[config.mk]
export PLATFORM = sky130hd
export DESIGN_NAME = bp_me_wormhole_concentrator_rr
export DESIGN_NICKNAME = d
export VERILOG_FILES = /design/src/rtl/bp_me_pkg.sv /design/src/rtl/bp_me_rr_arb.sv /design/src/rtl/bp_me_wormhole_concentrator_rr.sv
export SDC_FILE = /design/constraint.sdc
export NUM_CORES = 1
export LEC_CHECK = 0
export BUFFER_PORTS_ARGS = -buffer_cell sky130_fd_sc_hd__buf_4
export CAP_MARGIN = 10
export CORE_ASPECT_RATIO = 0.75
export CORE_MARGIN = 5
export CORE_UTILIZATION = 30
export DETAILED_ROUTE_END_ITERATION = 7
export GPL_TIMING_DRIVEN = 0
export PLACE_DENSITY = 0.54
export SYNTH_ARGS = -nofsm -noshare
export SYNTH_HDL_FRONTEND = slang
export SYNTH_HIERARCHICAL = 1
export SYNTH_SLANG_ARGS = --single-unit
[constraint.sdc]
create_clock -name clk_i -period 5.67 [get_ports clk_i]
set_input_delay 0.567 -clock clk_i [delete_from_list [all_inputs] [get_ports clk_i]]
set_output_delay 0.567 -clock clk_i [all_outputs]
set_load 0.01 [all_outputs]
[src/rtl/bp_me_pkg.sv]
// Shared coherence-NoC wormhole definitions: header layout and FSM state encodings used by the
// concentrator and by the header encoders.
package bp_me_pkg;

   localparam int unsigned bp_cord_width_gp  = 8;
   localparam int unsigned bp_len_width_gp   = 4;
   localparam int unsigned bp_cid_width_gp   = 3;

   // Header fields sit LSB-first: cord, then len, then cid; everything above is payload.
   localparam int unsigned bp_cord_offset_gp = 0;
   localparam int unsigned bp_len_offset_gp  = bp_cord_offset_gp + bp_cord_width_gp;
   localparam int unsigned bp_cid_offset_gp  = bp_len_offset_gp + bp_len_width_gp;
   localparam int unsigned bp_hdr_width_gp   = bp_cid_offset_gp + bp_cid_width_gp;

   typedef struct packed {
      logic [bp_cid_width_gp-1:0]  cid;
      logic [bp_len_width_gp-1:0]  len;
      logic [bp_cord_width_gp-1:0] cord;
   } bp_me_hdr_s;

   typedef enum logic {
      FwdIdle,
      FwdLocked
   } bp_fwd_state_e;

   typedef enum logic [1:0] {
      RetIdle,
      RetRoute,
      RetDrop
   } bp_ret_state_e;

endpackage

[src/rtl/bp_me_rr_arb.sv]
// Round-robin grant: searches upward from ptr_i with wrap and returns the first requester.
module bp_me_rr_arb #(
   parameter int unsigned num_in_p = 4
) (
   input  logic [num_in_p-1:0]         req_i,
   input  logic [$clog2(num_in_p)-1:0] ptr_i,
   output logic                        grant_v_o,
   output logic [$clog2(num_in_p)-1:0] grant_id_o
);

   localparam int unsigned id_width_lp = $clog2(num_in_p);

   // Walk from farthest to nearest so the nearest requester above ptr_i is written last.
   always_comb begin
      int unsigned idx;
      idx        = 0;
      grant_v_o  = 1'b0;
      grant_id_o = '0;
      for (int i = int'(num_in_p) - 1; i >= 0; i--) begin
         idx = 32'(ptr_i) + 32'(i);
         if (idx >= num_in_p) begin
            idx = idx - num_in_p;
         end
         if (req_i[idx]) begin
            grant_v_o  = 1'b1;
            grant_id_o = id_width_lp'(idx);
         end
      end
   end

endmodule

[src/rtl/bp_me_wormhole_concentrator_rr.sv]
// Concentrates num_in_p wormhole endpoints onto one NoC link with packet-level round-robin, and
// steers returning packets back to the endpoint named by the header cid.
module bp_me_wormhole_concentrator_rr
   import bp_me_pkg::*;
#(
   parameter int unsigned flit_width_p = 64,
   parameter int unsigned cord_width_p = 8,
   parameter int unsigned len_width_p  = 4,
   parameter int unsigned cid_width_p  = 3,
   parameter int unsigned num_in_p     = 4
) (
   input  logic                             clk_i,
   input  logic                             reset_n_i,
   input  logic [num_in_p-1:0]              in_v_i,
   input  logic [num_in_p*flit_width_p-1:0] in_data_i,
   output logic [num_in_p-1:0]              in_ready_and_o,
   output logic                             out_v_o,
   output logic [flit_width_p-1:0]          out_data_o,
   input  logic                             out_ready_and_i,
   input  logic                             ret_v_i,
   input  logic [flit_width_p-1:0]          ret_data_i,
   output logic                             ret_ready_and_o,
   output logic [num_in_p-1:0]              ret_v_o,
   output logic [flit_width_p-1:0]          ret_data_o,
   input  logic [num_in_p-1:0]              ret_ready_and_i,
   output logic                             err_bad_cid_o
);

   localparam int unsigned id_width_lp = $clog2(num_in_p);
   localparam int unsigned len_lsb_lp  = cord_width_p;
   localparam int unsigned cid_lsb_lp  = cord_width_p + len_width_p;

   function automatic logic [id_width_lp-1:0] next_id(input logic [id_width_lp-1:0] id);
      return (32'(id) == num_in_p - 32'd1) ? '0 : id + id_width_lp'(1);
   endfunction

   // ---------------------------------------------------------------- forward path
   bp_fwd_state_e            fwd_state_q, fwd_state_d;
   logic [id_width_lp-1:0]   rr_q, rr_d, lock_id_q, lock_id_d;
   logic [len_width_p-1:0]   fwd_cnt_q, fwd_cnt_d;
   logic                     arb_v, sel_v, fwd_ready, fwd_xfer;
   logic [id_width_lp-1:0]   arb_id, sel_id;
   logic [flit_width_p-1:0]  in_flit [num_in_p];
   logic [flit_width_p-1:0]  sel_data;
   logic [len_width_p-1:0]   sel_len;

   logic [flit_width_p-1:0]  buf_q [2];
   logic [1:0]               buf_cnt_q, buf_cnt_d;
   logic                     wr_ptr_q, rd_ptr_q, buf_full, buf_enq, buf_deq;

   for (genvar g = 0; g < num_in_p; g++) begin : g_in_slice
      assign in_flit[g] = in_data_i[g*flit_width_p +: flit_width_p];
   end

   bp_me_rr_arb #(
      .num_in_p(num_in_p)
   ) u_arb (
      .req_i     (in_v_i),
      .ptr_i     (rr_q),
      .grant_v_o (arb_v),
      .grant_id_o(arb_id)
   );

   always_comb begin
      sel_v  = arb_v;
      sel_id = arb_id;
      if (fwd_state_q == FwdLocked) begin
         sel_v  = 1'b1;
         sel_id = lock_id_q;
      end
   end

   assign sel_data  = in_flit[sel_id];
   assign sel_len   = sel_data[len_lsb_lp +: len_width_p];
   assign buf_full  = (buf_cnt_q == 2'd2);
   assign fwd_ready = sel_v & ~buf_full & reset_n_i;
   assign fwd_xfer  = fwd_ready & in_v_i[sel_id];
   assign buf_enq   = fwd_xfer;
   assign buf_deq   = out_v_o & out_ready_and_i;

   always_comb begin
      in_ready_and_o         = '0;
      in_ready_and_o[sel_id] = fwd_ready;
   end

   always_comb begin
      fwd_state_d = fwd_state_q;
      rr_d        = rr_q;
      lock_id_d   = lock_id_q;
      fwd_cnt_d   = fwd_cnt_q;
      unique case (fwd_state_q)
         FwdIdle: begin
            if (fwd_xfer) begin
               if (sel_len != '0) begin
                  fwd_cnt_d   = sel_len;
                  lock_id_d   = sel_id;
                  fwd_state_d = FwdLocked;
               end else begin
                  rr_d = next_id(sel_id);
               end
            end
         end
         FwdLocked: begin
            if (fwd_xfer) begin
               fwd_cnt_d = fwd_cnt_q - len_width_p'(1);
               if (fwd_cnt_q == len_width_p'(1)) begin
                  fwd_state_d = FwdIdle;
                  rr_d        = next_id(lock_id_q);
               end
            end
         end
         default: fwd_state_d = FwdIdle;
      endcase
   end

   always_comb begin
      case ({buf_enq, buf_deq})
         2'b10:   buf_cnt_d = buf_cnt_q + 2'd1;
         2'b01:   buf_cnt_d = buf_cnt_q - 2'd1;
         default: buf_cnt_d = buf_cnt_q;
      endcase
   end

   assign out_v_o    = (buf_cnt_q != 2'd0);
   assign out_data_o = buf_q[rd_ptr_q];

   always_ff @(posedge clk_i or negedge reset_n_i) begin
      if (!reset_n_i) begin
         fwd_state_q <= FwdIdle;
         rr_q        <= '0;
         lock_id_q   <= '0;
         fwd_cnt_q   <= '0;
         buf_q[0]    <= '0;
         buf_q[1]    <= '0;
         buf_cnt_q   <= 2'd0;
         wr_ptr_q    <= 1'b0;
         rd_ptr_q    <= 1'b0;
      end else begin
         fwd_state_q <= fwd_state_d;
         rr_q        <= rr_d;
         lock_id_q   <= lock_id_d;
         fwd_cnt_q   <= fwd_cnt_d;
         buf_cnt_q   <= buf_cnt_d;
         if (buf_enq) begin
            buf_q[wr_ptr_q] <= sel_data;
            wr_ptr_q        <= ~wr_ptr_q;
         end
         if (buf_deq) begin
            rd_ptr_q <= ~rd_ptr_q;
         end
      end
   end

   // ---------------------------------------------------------------- return path
   bp_ret_state_e            ret_state_q, ret_state_d;
   logic [id_width_lp-1:0]   ret_cid_q, ret_cid_d;
   logic [len_width_p-1:0]   ret_cnt_q, ret_cnt_d;
   logic                     err_q, err_d;
   logic [cid_width_p-1:0]   ret_hdr_cid;
   logic [id_width_lp-1:0]   ret_hdr_id;
   logic [len_width_p-1:0]   ret_hdr_len;
   logic                     ret_cid_ok, ret_xfer;

   assign ret_hdr_cid   = ret_data_i[cid_lsb_lp +: cid_width_p];
   assign ret_hdr_id    = ret_hdr_cid[id_width_lp-1:0];
   assign ret_hdr_len   = ret_data_i[len_lsb_lp +: len_width_p];
   assign ret_cid_ok    = (32'(ret_hdr_cid) < num_in_p);
   assign ret_data_o    = ret_data_i;
   assign ret_xfer      = ret_v_i & ret_ready_and_o;
   assign err_bad_cid_o = err_q;

   // Bad-cid packets are sunk at full rate so they cannot block the return link.
   always_comb begin
      ret_v_o         = '0;
      ret_ready_and_o = 1'b0;
      unique case (ret_state_q)
         RetIdle: begin
            if (ret_cid_ok) begin
               ret_v_o[ret_hdr_id] = ret_v_i;
               ret_ready_and_o     = ret_ready_and_i[ret_hdr_id];
            end else begin
               ret_ready_and_o = 1'b1;
            end
         end
         RetRoute: begin
            ret_v_o[ret_cid_q] = ret_v_i;
            ret_ready_and_o    = ret_ready_and_i[ret_cid_q];
         end
         RetDrop: ret_ready_and_o = 1'b1;
         default: ret_ready_and_o = 1'b0;
      endcase
      if (!reset_n_i) begin
         ret_v_o         = '0;
         ret_ready_and_o = 1'b0;
      end
   end

   always_comb begin
      ret_state_d = ret_state_q;
      ret_cid_d   = ret_cid_q;
      ret_cnt_d   = ret_cnt_q;
      err_d       = err_q;
      unique case (ret_state_q)
         RetIdle: begin
            if (ret_xfer) begin
               if (!ret_cid_ok) begin
                  err_d = 1'b1;
               end
               if (ret_hdr_len != '0) begin
                  ret_cnt_d   = ret_hdr_len;
                  ret_cid_d   = ret_hdr_id;
                  ret_state_d = ret_cid_ok ? RetRoute : RetDrop;
               end
            end
         end
         RetRoute, RetDrop: begin
            if (ret_xfer) begin
               ret_cnt_d = ret_cnt_q - len_width_p'(1);
               if (ret_cnt_q == len_width_p'(1)) begin
                  ret_state_d = RetIdle;
               end
            end
         end
         default: ret_state_d = RetIdle;
      endcase
   end

   always_ff @(posedge clk_i or negedge reset_n_i) begin
      if (!reset_n_i) begin
         ret_state_q <= RetIdle;
         ret_cid_q   <= '0;
         ret_cnt_q   <= '0;
         err_q       <= 1'b0;
      end else begin
         ret_state_q <= ret_state_d;
         ret_cid_q   <= ret_cid_d;
         ret_cnt_q   <= ret_cnt_d;
         err_q       <= err_d;
      end
   end

endmodule

# Word-level counts from Yosys, hierarchy flattened
# Cells that the tools add are included.
# word_totals
ff_bits	150
inputBits	332
output_inout_bits	139
# op_classes
n_addsub	13
n_lt_le_gt_ge	19
eq_ne	18
mux	76
bitwise	16
reduce_logical	18
# ops
op	count
two-way mux 64 bit	6
binary-select mux 64 bit (select 2 bit)	1
bitwise mux 128 bit	1
< comparator 32 x 3 -> 1 bit, second input constant	4
two-way mux 32 bit	4
greater-or-equal comparator 32 x 3 -> 1 bit, second input constant	3
subtractor 32 x 3 -> 32 bit, second input constant	3
demux 64 bit (select 1 bit)	1
two-way mux 2 bit	16
two-way mux 4 bit	8
case mux 4 bit (2 select lines)	3
two-way mux 1 bit	21
binary-select mux 1 bit (select 2 bit)	7
!= test 2 bit, second input constant	7
AND 4 bit	3
case mux 2 bit (2 select lines)	3
AND reduction 3 bit	4
AND reduction 4 bit	3
== test 2 bit, second input constant	5
< comparator 2 x 3 -> 1 bit, second input constant	3
== test 4 x 1 -> 1 bit, second input constant	2
nonzero test 4 bit	2
subtractor 4 x 1 -> 4 bit, second input constant	2
adder 2 x 1 -> 2 bit, second input constant	3
23 further kinds	45

# Depth between registers and ports, before layout
# depth
depth_word	18
ltp_mapped	13

# Cells and area by module
# The synthesis kept the hierarchy.
# modules_own_cells
module	n_inst	cells_each	area_each_um2	seq_area_each_um2
bp_me_wormhole_concentrator_rr	1	999	9629.2	3753.6
bp_me_rr_arb	1	13	77.6	0.0

# Worst setup path after synthesis
# No wires, ideal clock.
# synth_timing
path_kind	input-to-output
start	input port in_v_i[3]
end	output port in_ready_and_o[1]
t_arrival_ns	2.336
required_time_ns	5.103
slack_ns	2.767
stages	9
path_buffers	3
path_cell_list	mux2i_1 -> a211oi_2 -> mux2i_4 -> inv_2 -> buf_6 -> buf_2 -> clkbuf_1 -> ha_1 -> and2_1
# synth_via
elab_chain_cells	12
word_cells_on_any_way	26
classes_between	order compare: 2; mux: 20; bitwise: 3; reduce/logical: 1
# synth_lines
item	line_no	text
from (decl)	bp_me_wormhole_concentrator_rr.sv:14	input logic [num_in_p-1:0] in_v_i,
binary-select mux 1 bit (select 2 bit)	bp_me_rr_arb.sv:24	if (req_i[idx]) begin
two-way mux 1 bit (implied by the code)	bp_me_rr_arb.sv:24	
two-way mux 2 bit (3 in series)	bp_me_rr_arb.sv:24	
two-way mux 2 bit (*)	bp_me_rr_arb.sv:24	
named net arb_id[0]	bp_me_wormhole_concentrator_rr.sv:42	logic [id_width_lp-1:0] arb_id, sel_id;
two-way mux 2 bit (*)	bp_me_wormhole_concentrator_rr.sv:67	if (fwd_state_q == FwdLocked) begin
named net sel_id[0]	bp_me_wormhole_concentrator_rr.sv:42	
< comparator 2 x 3 -> 1 bit (implied by the code) or greater-or-equal comparator 2 x 1 -> 1 bit (tied branches)	bp_me_wormhole_concentrator_rr.sv:83	in_ready_and_o[sel_id] = fwd_ready;
logical AND 1 bit (implied by the code)	bp_me_wormhole_concentrator_rr.sv:83	
two-way mux 1 bit (implied by the code)	bp_me_wormhole_concentrator_rr.sv:83	
demux 1 bit (select 2 bit) (*)	bp_me_wormhole_concentrator_rr.sv:83	
AND 4 bit (no line) (*)	--	
to (decl)	bp_me_wormhole_concentrator_rr.sv:16	output logic [num_in_p-1:0] in_ready_and_o,
# Mark *: on every way through the listed nets, which the timed path passes. The rest lies on a longest branch. The select of a mux whose other input is x is not followed.

# Final worst setup path
# layout_timing
start	register rr_q[1]
end	output port in_ready_and_o[3]
# layout_via
elab_chain_cells	15
word_cells_on_any_way	41
classes_between	add/sub: 7; order compare: 6; mux: 24; bitwise: 3; reduce/logical: 1
# layout_lines
item	line_no	text
from (decl)	bp_me_wormhole_concentrator_rr.sv:39	logic [id_width_lp-1:0] rr_q, rr_d, lock_id_q, lock_id_d;
from (signal assigned)	bp_me_wormhole_concentrator_rr.sv:140	rr_q <= rr_d;
adder 2 x 2 -> 3 bit	bp_me_rr_arb.sv:20	idx = 32'(ptr_i) + 32'(i);
subtractor 32 x 3 -> 32 bit or greater-or-equal comparator 32 x 3 -> 1 bit (tied branches)	bp_me_rr_arb.sv:22, bp_me_rr_arb.sv:21	
two-way mux 32 bit	bp_me_rr_arb.sv:21	if (idx >= num_in_p) begin
binary-select mux 1 bit (select 2 bit)	bp_me_rr_arb.sv:24	
two-way mux 1 bit (implied by the code)	bp_me_rr_arb.sv:24	
two-way mux 2 bit (3 in series)	bp_me_rr_arb.sv:24	
two-way mux 2 bit (*)	bp_me_rr_arb.sv:24	
named net arb_id[0]	bp_me_wormhole_concentrator_rr.sv:42	
two-way mux 2 bit (*)	bp_me_wormhole_concentrator_rr.sv:67	
named net sel_id[0]	bp_me_wormhole_concentrator_rr.sv:42	
< comparator 2 x 3 -> 1 bit (implied by the code) or greater-or-equal comparator 2 x 1 -> 1 bit (tied branches)	bp_me_wormhole_concentrator_rr.sv:83	
logical AND 1 bit (implied by the code)	bp_me_wormhole_concentrator_rr.sv:83	
two-way mux 1 bit (implied by the code)	bp_me_wormhole_concentrator_rr.sv:83	
demux 1 bit (select 2 bit) (*)	bp_me_wormhole_concentrator_rr.sv:83	
AND 4 bit (no line) (*)	--	
# Marked as above.

==> impl_metrics.ini <==
[detailed_routing]
drc = 0
antenna_left = 0
num_vias = 8823
finalWirelength_um = 34600
via_per_inst = 4.64
dr.pass1.iters = 5
wire_per_inst_um = 18.2
first_iter_violations = 349

[floorplanning]
start_util = 0.302
die_w_um = 218
coreArea_um2 = 32200
num_rows = 57
dieArea_um2 = 36100
boundaryPins = 471
dieHeight_um = 166

[clock_tree]
clk_pin_slew_ns = 0.07
postCtsSetupBuffers = 0
cts-root-buf = clkbuf_16
cts_made_buffers = 17
cts_hold_buf = 0
ctsHtreeMaxLevel = 4
clk_path_buf_depth = 2
clkLatencyLatePin_ns = 0.43
ctsResizeCount = 0
cts_tree = yes
clock_sinks = 150

[timing]
tightest_slew_ns = 0.942
fmax_mhz = 233
whs_ns = 0.0753
slew_violations = 0
rsz0062_at_grt = no
slew_headroom = 0.372
fin_crit_ns = 4.28
setup_viol = 0
hold_viol = 0
skew_ns = 0.0100
finalCritPeriodShare = 0.755
fin_setup_tns_ns = 0

[yosys]
avgSynthCellArea_um2 = 9.59
ys_warn_count = 6
yosysUniqueCellTypes = 56
synthAdderAreaFrac = 0.0168
yosysSeqAreaShare = 0.387
synth_nets = 1357
synth-compound-area-share = 0.0677
ys.flop_type = dfrtp_1
syn_inst = 1012
netlist_area_um2 = 9710
synth_top_family_by_area = multiplexers
synthXorXnorAreaFrac = 0.00451
synth_mux_area_frac = 0.259
synth_seq_cells = 150
yosys.area_share.simple = 0.175
async_reset_ff_frac = 1.00
synth_edf_count = 0

[place]
dp_hpwl_um = 27300
io_buffers = 413
gp_congestion = 0.816
dp_cells = 1868

[pwr]
ir_worst_vdd_mv = 0.188
p_per_area_nw_per_um2 = 448
power_leakage_nw = 6.96

[finish]
nNetsFinal = 1790
multi_input_area_um2 = 5080
nFillCells = 3213
drive_gt1_frac = 0.416
diodes = 0
area_growth_pct = 44.3
final_cell_count_no_fill = 1900
register_area_um2 = 3750

[outcome]
outcome = completed

[worst_hold_path]
hp-class = input port to asynchronous set/reset pin

[worst_setup_path]
critPathKind = flop to output port
cp.required_ns = 5.10
crit_fanout = 11
worstSetupStartpointType = flop
critPathArrivalTime_ns = 3.72
cp-end-kind = output port

[global_route]
grt_pass1_wl_um = 53100
grt_max_degree = 79
grt_pass1_vias = 9062
overflow = 0
grt.total_usage = 0.185
antenna_found_initial = 0

[job]
cap_violations = 0
logic make-up after synthesis:
group                    Yosys count
AO/OA/AOI/OAI                     98
XOR/XNOR                           5
adder cells (fa/ha/maj)           13
buffers and inverters            148
multiplexers                     220
flip-flops                       150
AND/OR/NAND/NOR                  378
power by group:
group	internal [mW]	switching (mW)	leakage (nW)
Sequential	1.60	0.260	1.78
Clock	0.714	0.464	0.288
Combinational	1.63	1.62	4.89
Total	3.94	2.34	6.96
layer usage:
metal | wire (µm) | vias up | track usage
met5 | 0 | - | 0
met4 | 414 | 0 | 0.0379
met3 | 2210 | 26 | 0.0465
met2 | 15800 | 245 | 0.286
met1 | 16200 | 4234 | 0.264
li1 | - | 4318 | -
through the flow:
step / instance area [µm²] / utilization / total power, mW / setup WS (ns)
2_1_floorplan: 9710 / - / 3.74 / 2.77
3_3_place_gp: 13400 / 0.415 / 5.12 / 1.63
3_5_place_dp: 13400 / 0.416 / 5.17 / 1.64
4_1_cts: 14000 / 0.435 / 6.38 / 1.36
5_1_grt: 14000 / 0.435 / 6.75 / 1.20
6_report: 14000 / 0.435 / 6.28 / 1.39
final cells by class:
type / instances / share of cell area
sequential: 150 / 0.268
tap: 442 / 0.0395
multi-input combinational: 714 / 0.362
timing repair buffer: 414 / 0.224
clock buffer: 20 / 0.0326
buffer: 131 / 0.0581
inverter: 17 / 0.00456
clock inverter: 12 / 0.0109
worst max-delay path, stage by stage, from the launching register on:
cell and delay, ns:
dfrtp_1 0.44, mux2i_1 0.15, a211oi_2 0.61, mux2i_4 0.28
inv_2 0.18, buf_6 0.18, buf_2 0.42, clkbuf_1 0.54
ha_1 0.24, and2_1 0.12, buf_4 0.12
cells in the mapped netlist, drive strengths merged, types with 5 or more instances:
cell,count,share of area
nand2,257,0.099
mux2,197,0.23
dfrtp,150,0.39
buf,86,0.066
a31oi,60,0.039
and3,60,0.039
clkbuf,45,0.017
mux2i,19,0.021
inv,17,0.0066
nor2,16,0.0062
ha,13,0.017
a21oi,9,0.0046
and2,6,0.0039
o21ai,6,0.0031
nand2b,5,0.0032
nor3,5,0.0031
registers in the layout (all words and copies together), names as in the netlist:
name	cells
err_bad_cid_o	1
fwd_state_q	1
ret_cnt_q	4
fwd_cnt_q	4
rr_q	2
wr_ptr_q	1
ret_state_q	2
buf_cnt_q	2
rd_ptr_q	1
buf_q	128
lock_id_q	2
ret_cid_q	2
cell usage in the layout (no fill, tap or decap), types with 3 or more instances in the layout:
| cell | n |
|---|---|
| a211oi_1 | 3 |
| a21oi_1 | 9 |
| a31oi_1 | 60 |
| and2_1 | 6 |
| and3_1 | 60 |
| buf_1 | 3 |
| buf_2 | 5 |
| buf_4 | 484 |
| buf_6 | 6 |
| bufinv_16 | 3 |
| clkbuf_1 | 46 |
| clkbuf_16 | 17 |
| clkinv_2 | 3 |
| clkinvlp_4 | 4 |
| dfrtp_1 | 150 |
| ha_1 | 13 |
| inv_1 | 16 |
| mux2_1 | 133 |
| mux2_2 | 64 |
| mux2i_1 | 18 |
| mux4_2 | 4 |
| nand2_1 | 257 |
| nand2b_1 | 5 |
| nand3_1 | 4 |
| nand3b_1 | 4 |
| nor2_1 | 16 |
| nor2b_1 | 3 |
| nor3_1 | 4 |
| nor4_1 | 3 |
| o211ai_1 | 4 |
| o21ai_0 | 3 |
| o21ai_1 | 3 |
| or3_1 | 3 |
| xnor2_1 | 3 |
final timing paths:
check                                       from                        to  slack, ns  depth (start not counted)
setup / recovery             rr_q[1]$_DFFE_PN0P_         in_ready_and_o[3]       1.39                         10
hold / removal                         reset_n_i      buf_q[5]$_DFFE_PN0P_       0.08                          1
setup reg to reg             rr_q[1]$_DFFE_PN0P_     buf_q[67]$_DFFE_PN0P_       1.93                         10
hold reg to reg            buf_q[82]$_DFFE_PN0P_     buf_q[82]$_DFFE_PN0P_       0.48                          1
max in group asynchronous              reset_n_i  ret_cnt_q[1]$_DFFE_PN0P_       4.76                          2
min in group clk_i                ret_data_i[13]  ret_cid_q[1]$_DFFE_PN0P_       0.41                          2
Power figures use the tool's default switching activity.
